### config.mk
export PLATFORM = sky130hd
export DESIGN_NAME = i2c_cfg_seq
export DESIGN_NICKNAME = d
export VERILOG_FILES = /design/src/rtl/i2c_cfg_pkg.sv /design/src/rtl/i2c_cfg_seq.sv
export SDC_FILE = /design/constraint.sdc
export NUM_CORES = 1
export LEC_CHECK = 0
export BUFFER_PORTS_ARGS = -buffer_cell sky130_fd_sc_hd__buf_2
export CAP_MARGIN = 10
export CORE_ASPECT_RATIO = 1.5
export CORE_MARGIN = 4
export CORE_UTILIZATION = 59
export CTS_BUF_LIST = sky130_fd_sc_hd__clkbuf_4 sky130_fd_sc_hd__clkbuf_8
export CTS_CLUSTER_SIZE = 40
export DETAILED_ROUTE_END_ITERATION = 12
export PLACE_DENSITY_LB_ADDON = 0.2
export REMOVE_ABC_BUFFERS = 1
export SLEW_MARGIN = 40
export SYNTH_ARGS = -nofsm -noshare
export SYNTH_HDL_FRONTEND = slang
export SYNTH_SLANG_ARGS = --single-unit
### constraint.sdc
create_clock -name iCLK -period 4.2 [get_ports iCLK]
set_input_delay 0 -clock iCLK [delete_from_list [all_inputs] [get_ports iCLK]]
set_output_delay 0 -clock iCLK [all_outputs]
set_load 0.05 [all_outputs]
### src/rtl/i2c_cfg_pkg.sv
// Shared types for the I2C register-table configuration sequencer.
// Holds the FSM encoding, the table end marker and the busy decode.
package i2c_cfg_pkg;

  typedef enum logic [3:0] {
    ST_IDLE     = 4'd0,
    ST_FETCH    = 4'd1,
    ST_LATCH    = 4'd2,
    ST_ARM      = 4'd3,
    ST_START    = 4'd4,
    ST_WAIT_END = 4'd5,
    ST_CHECK    = 4'd6,
    ST_GAP      = 4'd7,
    ST_DONE     = 4'd8,
    ST_FAIL     = 4'd9
  } state_t;

  localparam logic [15:0] END_MARKER = 16'hFFFF;

  function automatic logic is_busy(input state_t st);
    logic busy_s;
    case (st)
      ST_IDLE, ST_DONE, ST_FAIL: busy_s = 1'b0;
      default:                   busy_s = 1'b1;
    endcase
    return busy_s;
  endfunction

endpackage

### src/rtl/i2c_cfg_seq.sv
// Walks a register table and issues one two-byte I2C write per entry,
// retrying NACKed entries and spacing transactions by an idle gap.
module i2c_cfg_seq
  import i2c_cfg_pkg::*;
#(
  parameter int         TABLE_LEN  = 16,
  parameter logic [6:0] DEV_ADDR   = 7'h1A,
  parameter int         MAX_RETRY  = 3,
  parameter int         GAP_CYCLES = 1000
) (
  input  logic        iCLK,
  input  logic        iRST,
  input  logic        iGO,
  output logic [5:0]  oTAB_ADDR,
  input  logic [15:0] iTAB_DATA,
  output logic        oSTART,
  output logic        oREAD,
  output logic [6:0]  oADDR,
  output logic        oWLEN,
  output logic [7:0]  oWDATA1,
  output logic [7:0]  oWDATA2,
  input  logic        iEND,
  input  logic        iACK,
  output logic        oBUSY,
  output logic        oDONE,
  output logic        oERR,
  output logic [5:0]  oERR_IDX
);

  localparam int               GAP_W     = (GAP_CYCLES > 1) ? $clog2(GAP_CYCLES) : 1;
  localparam logic [GAP_W-1:0] GAP_LAST  = GAP_W'(GAP_CYCLES - 1);
  localparam logic [6:0]       TAB_END   = 7'(TABLE_LEN);
  localparam logic [3:0]       RETRY_LIM = 4'(MAX_RETRY);

  state_t           state_r, state_s;
  logic [5:0]       index_r, index_s;
  logic [3:0]       retry_r, retry_s;
  logic [GAP_W-1:0] gap_r, gap_s;
  logic [7:0]       wdata1_r, wdata1_s, wdata2_r, wdata2_s;
  logic [5:0]       err_idx_r, err_idx_s;
  logic             start_r, busy_r, done_r, err_r;
  logic [6:0]       idx_inc_s;
  logic [3:0]       retry_inc_s;

  // next-state and datapath update
  always_comb begin
    state_s     = state_r;
    index_s     = index_r;
    retry_s     = retry_r;
    gap_s       = gap_r;
    wdata1_s    = wdata1_r;
    wdata2_s    = wdata2_r;
    err_idx_s   = err_idx_r;
    idx_inc_s   = {1'b0, index_r} + 7'd1;
    retry_inc_s = retry_r + 4'd1;
    case (state_r)
      ST_IDLE, ST_DONE, ST_FAIL: begin
        if (iGO) begin
          state_s = ST_FETCH;
          index_s = 6'd0;
          retry_s = 4'd0;
          gap_s   = {GAP_W{1'b0}};
        end else begin
          state_s = state_r;
        end
      end
      ST_FETCH: state_s = ST_LATCH;
      ST_LATCH: begin
        if (iTAB_DATA == END_MARKER) begin
          state_s = ST_DONE;
        end else begin
          wdata1_s = iTAB_DATA[15:8];
          wdata2_s = iTAB_DATA[7:0];
          state_s  = ST_ARM;
        end
      end
      // never raise start while the master is still busy
      ST_ARM: begin
        if (iEND) state_s = ST_START;
        else      state_s = ST_ARM;
      end
      ST_START: begin
        if (!iEND) state_s = ST_WAIT_END;
        else       state_s = ST_START;
      end
      ST_WAIT_END: begin
        if (iEND) state_s = ST_CHECK;
        else      state_s = ST_WAIT_END;
      end
      ST_CHECK: begin
        gap_s = {GAP_W{1'b0}};
        if (!iACK) begin
          retry_s = 4'd0;
          if (idx_inc_s == TAB_END) begin
            state_s = ST_DONE;
            // a full 64-entry table stops at 63 instead of wrapping
            index_s = idx_inc_s[6] ? index_r : idx_inc_s[5:0];
          end else begin
            state_s = ST_GAP;
            index_s = idx_inc_s[5:0];
          end
        end else begin
          retry_s = retry_inc_s;
          if (retry_inc_s == RETRY_LIM) begin
            state_s   = ST_FAIL;
            err_idx_s = index_r;
          end else begin
            state_s = ST_GAP;
          end
        end
      end
      ST_GAP: begin
        if (gap_r == GAP_LAST) begin
          state_s = ST_FETCH;
          gap_s   = {GAP_W{1'b0}};
        end else begin
          gap_s = gap_r + GAP_W'(1);
        end
      end
      default: state_s = ST_IDLE;
    endcase
  end

  // state and registered outputs; flags decode the next state so they align with state_r
  always_ff @(posedge iCLK) begin
    if (iRST) begin
      state_r   <= ST_IDLE;
      index_r   <= 6'd0;
      retry_r   <= 4'd0;
      gap_r     <= {GAP_W{1'b0}};
      wdata1_r  <= 8'd0;
      wdata2_r  <= 8'd0;
      err_idx_r <= 6'd0;
      start_r   <= 1'b0;
      busy_r    <= 1'b0;
      done_r    <= 1'b0;
      err_r     <= 1'b0;
    end else begin
      state_r   <= state_s;
      index_r   <= index_s;
      retry_r   <= retry_s;
      gap_r     <= gap_s;
      wdata1_r  <= wdata1_s;
      wdata2_r  <= wdata2_s;
      err_idx_r <= err_idx_s;
      start_r   <= (state_s == ST_START);
      busy_r    <= is_busy(state_s);
      done_r    <= (state_s == ST_DONE);
      err_r     <= (state_s == ST_FAIL);
    end
  end

  assign oTAB_ADDR = index_r;
  assign oSTART    = start_r;
  assign oREAD     = 1'b0;
  assign oADDR     = DEV_ADDR;
  assign oWLEN     = 1'b1;
  assign oWDATA1   = wdata1_r;
  assign oWDATA2   = wdata2_r;
  assign oBUSY     = busy_r;
  assign oDONE     = done_r;
  assign oERR      = err_r;
  assign oERR_IDX  = err_idx_r;

endmodule

==> flow_summary.toml <==
[status]
run_status = "complete, no violations"

[worst_setup_path]
critical-path-slowest-cell = "sky130_fd_sc_hd__nor4bb_4"
crit_type = "flip-flop to flip-flop"
timing.critical_path.from_type = "flip-flop"
worst_r2r_endpoint = "oDONE"
crit_path_end = "oDONE"
worst_ep_required_time_ps = 4450
worstSetupStartpoint = "state_r[2]"
worst-path-stages = 5
r2r_setup_slack_ps = 2120
arrival_ps = 2330
critical_path.top_delay_family = "simple AND/OR/NAND/NOR gates"
reg2reg_depth = 5
timing.critical_path.cells = "nor4bb_4 -> buf_4 -> nand2_4 -> o211a_4 -> and4bb_1"
path_buf_inv = 1
path_max_fanout = 11
crit_path_max_incr_delay_ps = 680
sort_of_element_at_the_end_of_the_critical_path = "flip-flop"
worst_flop_to_flop_path_startpoint = "state_r[2]"

[placed_design]
place.detailed.hpwl_mm = 3.876
io_buffers = 52
place_worst_setup_slack_ps = 2170
globalplace.congestion = 0.8822
placed_cells = 365

[clock_tree]
clkTransAtPathRegs_ps = 90
worst_skew_pair.late_latency_ps = 300
cts_buffers = 5
cts_setup_buffers = 0
max-clock-path-buffers = 2
clock_tree.root_cell = "sky130_fd_sc_hd__clkbuf_8"
cts_tree = "built"
cts-htree-levels = 2
clkSinkCount = 50

[synthesis]
syn-mean-instance-area_um2 = 8.935
synthCells = 283
synth-async-reset-ratio_pct = 0
synth.top_cells.by_count = "sky130_fd_sc_hd__dfxtp_1, sky130_fd_sc_hd__nor2_1, sky130_fd_sc_hd__nand2_1, sky130_fd_sc_hd__mux2i_1"
edff_count_synth = 0
synth_area_leaders = "sky130_fd_sc_hd__dfxtp_1, sky130_fd_sc_hd__mux2i_1, sky130_fd_sc_hd__nor2_1"
yosys.cell_types.count = 55
sequential_share_of_the_synthesized_area_pct = 39.58
synth_top_area_share_pct = 39.58
ys_warn_count = 0
yosys_register_bits = 50
synth_top_area_cell = "sky130_fd_sc_hd__dfxtp_1"
mappedNetlistArea_um2 = 2529
ys_dominant_reg_cell = "sky130_fd_sc_hd__dfxtp_1"
yosys.cell_count.top_type = "sky130_fd_sc_hd__dfxtp_1"

[routing]
remaining_drc_errors = 0
total_wirelength_of_the_detailed_routed_design_mm = 5.598
vias = 2207
drt-initial-drc-count = 72
postRouteAntennaNets = 0
wl_per_cell_um = 14.39
via_per_inst = 5.674
number_of_search_and_repair_iterations_in_the_first_detailed_routing_pass = 4

[die]
die_height_um = 88.18
initial_utilization_pct = 62.76
floorplan.core_area_um2 = 4029
design.portCount = 62
die-area_um2 = 5419
die_x_um = 61.46
placement_rows = 28

[sta]
rsz0062_at_grt = "no"
clock-skew-final_ps = 8.631
final-setup-viol-count = 0
post-route-period-util_pct = 49.51
fmaxAchievable_ghz = 0.4809
tns_ps = 0
slew_headroom_pct = 51.73
worstMarginPinSlew_ps = 724.0
period_minus_slack_ps = 2080
final_max_slew_viol_count = 0
hold_viol_final = 0
final_critical_path_setup_slack_ps = 2120

[power]
power_density_nw_per_um2 = 362.6
power_mw = 1.095
clock_power_share_pct = 30.2
seqPwrFrac_pct = 47.2
share_comb_of_total_power_pct = 22.6
switchingPower_mw = 0.3419
ir_drop_v = 0.0003358
pint_mw = 0.7529
total_leakage_power_nw = 1.261
power_switching_share_pct = 31.23

[global_routing]
grt_pass1_wl_mm = 8.997
overflow = 0
grt_usage_pct = 21.46
antenna_found_initial = 0
number_of_global_route_vias_before_repair = 2134
grt_max_degree = 43

[finish]
antenna_cells_inserted = 0
final_cells = 389
layout_cells_sized_above_1_pct = 22.97
flow.area_growth_from_synthesis_pct = 19.40
final_net_count = 369

[run]
maxCapViolations = 0

[hold_path]
hold_removal_path_class = "primary input to flip-flop"
timing.hold.worst_path_depth = 3
kinds of logic (layout without fill, tap and decap cells):
kind of cell	after synthesis	after routing	share of synthesized area, %
adders and majority gates	5	5	2.474
DFF	50	50	39.58
other	2	9	0.2970
xor gates and xnor gates	12	12	4.156
muxes	17	17	6.729
and+or+nand+nor	124	124	27.07
buffers and inverters	28	82	6.433
AOI/OAI and AO/OA	45	45	13.26
layout by cell type, fill, tap and decap left out, types with 2 or more instances in the layout:
| master | synthesis | routed |
|---|---|---|
| sky130_fd_sc_hd__nand2b_1 | 4 | 4 |
| sky130_fd_sc_hd__xnor2_1 | 2 | 2 |
| sky130_fd_sc_hd__and3_1 | 3 | 3 |
| sky130_fd_sc_hd__a311oi_1 | 3 | 3 |
| sky130_fd_sc_hd__mux2i_1 | 17 | 17 |
| sky130_fd_sc_hd__dlygate4sd3_1 | 0 | 16 |
| sky130_fd_sc_hd__a31oi_1 | 4 | 4 |
| sky130_fd_sc_hd__nor2b_1 | 2 | 2 |
| sky130_fd_sc_hd__clkbuf_8 | 0 | 5 |
| sky130_fd_sc_hd__dfxtp_1 | 50 | 50 |
| sky130_fd_sc_hd__or3_1 | 2 | 2 |
| sky130_fd_sc_hd__nand4_2 | 3 | 3 |
| sky130_fd_sc_hd__o21ai_0 | 4 | 4 |
| sky130_fd_sc_hd__o2bb2ai_1 | 2 | 2 |
| sky130_fd_sc_hd__and4_1 | 2 | 2 |
| sky130_fd_sc_hd__buf_2 | 4 | 52 |
| sky130_fd_sc_hd__a21oi_1 | 14 | 14 |
| sky130_fd_sc_hd__nand3b_1 | 2 | 2 |
| sky130_fd_sc_hd__ha_1 | 5 | 5 |
| sky130_fd_sc_hd__nand2_1 | 18 | 18 |
| sky130_fd_sc_hd__nor3_1 | 6 | 6 |
| sky130_fd_sc_hd__a22oi_1 | 2 | 2 |
| sky130_fd_sc_hd__nand4b_1 | 2 | 2 |
| sky130_fd_sc_hd__o21ai_1 | 2 | 2 |
| sky130_fd_sc_hd__a41oi_1 | 2 | 2 |
| sky130_fd_sc_hd__inv_1 | 5 | 5 |
| sky130_fd_sc_hd__nand4_1 | 8 | 8 |
| sky130_fd_sc_hd__o21ai_2 | 2 | 2 |
| sky130_fd_sc_hd__nor2_1 | 43 | 43 |
| sky130_fd_sc_hd__a31o_2 | 2 | 2 |
| sky130_fd_sc_hd__nand3_1 | 13 | 13 |
| sky130_fd_sc_hd__conb_1 | 2 | 9 |
| sky130_fd_sc_hd__a211oi_4 | 2 | 2 |
| sky130_fd_sc_hd__xor2_1 | 10 | 10 |
| sky130_fd_sc_hd__clkinv_2 | 0 | 2 |
layout make-up:
class | count | area, um^2
Clock buffer | 5 | 68.82
Inverter | 5 | 18.77
Clock inverter | 3 | 40.04
Tap cell | 45 | 56.30
Fill cell | 296 | 1010
Multi-Input combinational cell | 212 | 1406
Timing Repair Buffer | 69 | 427.9
Sequential cell | 50 | 1001
state kept, by name, summed over array words and instances (netlist names):
| register | count |
|---|---|
| oSTART | 1 |
| gap_r | 10 |
| oWDATA2 | 8 |
| oTAB_ADDR | 6 |
| oERR | 1 |
| oBUSY | 1 |
| oDONE | 1 |
| state_r | 4 |
| oERR_IDX | 6 |
| retry_r | 4 |
| oWDATA1 | 8 |
how the worst min path moves through the flow:
stage                  startpoint           to  slack, ps
floorplan                    iRST  oERR_IDX[0]         70
global placement     iTAB_DATA[0]   oWDATA2[0]        250
detailed placement  iTAB_DATA[13]   oWDATA1[5]        260
CTS                          iACK   retry_r[2]         50
global route                 iACK   retry_r[2]         70
finish                       iACK   retry_r[2]         70
metal layers:
| layer | up-vias | GRT usage, % | wire length (um) |
|---|---|---|---|
| li1 | 1105 | - | - |
| met1 | 1022 | 23.22 | 2223 |
| met2 | 71 | 38.63 | 2973 |
| met3 | 9 | 5.457 | 306 |
| met4 | 0 | 8.301 | 94 |
| met5 | - | 0 | 0 |
timing repair:
item,4_1_cts,5_1_grt
resized for setup,0,0
hold buffers,16,0
setup endpoints to repair,0,0
endpoints found under the hold margin,16,0
worst register-to-register path: cells and delay by family, from the launching register on:
family | cells | cell delay, ps
AOI/OAI and AO/OA | 1 | 180
buffers and inverters | 1 | 290
DFF | 1 | 540
and+or+nand+nor | 3 | 1030
power by group through the flow:
stage | sequential, mW | combinational [mW] | clock (mW)
floorplan | 0.584 | 0.118 | 0
CTS | 0.516 | 0.248 | 0.337
detailed placement | 0.527 | 0.236 | 0
finish | 0.516 | 0.248 | 0.331
global route | 0.520 | 0.267 | 0.359
global placement | 0.526 | 0.234 | 0
stage by stage:
stage               area (um^2)  hold WS, ps  utilization [%]
floorplan                  2411        69.07                -
global placement           2743        253.3            68.07
detailed placement         2750        263.7            68.26
CTS                        3019        48.02            74.94
global route               3019        66.38            74.94
finish                     3019        65.78            74.94
No activity file was read; power rests on OpenSTA's default activity.
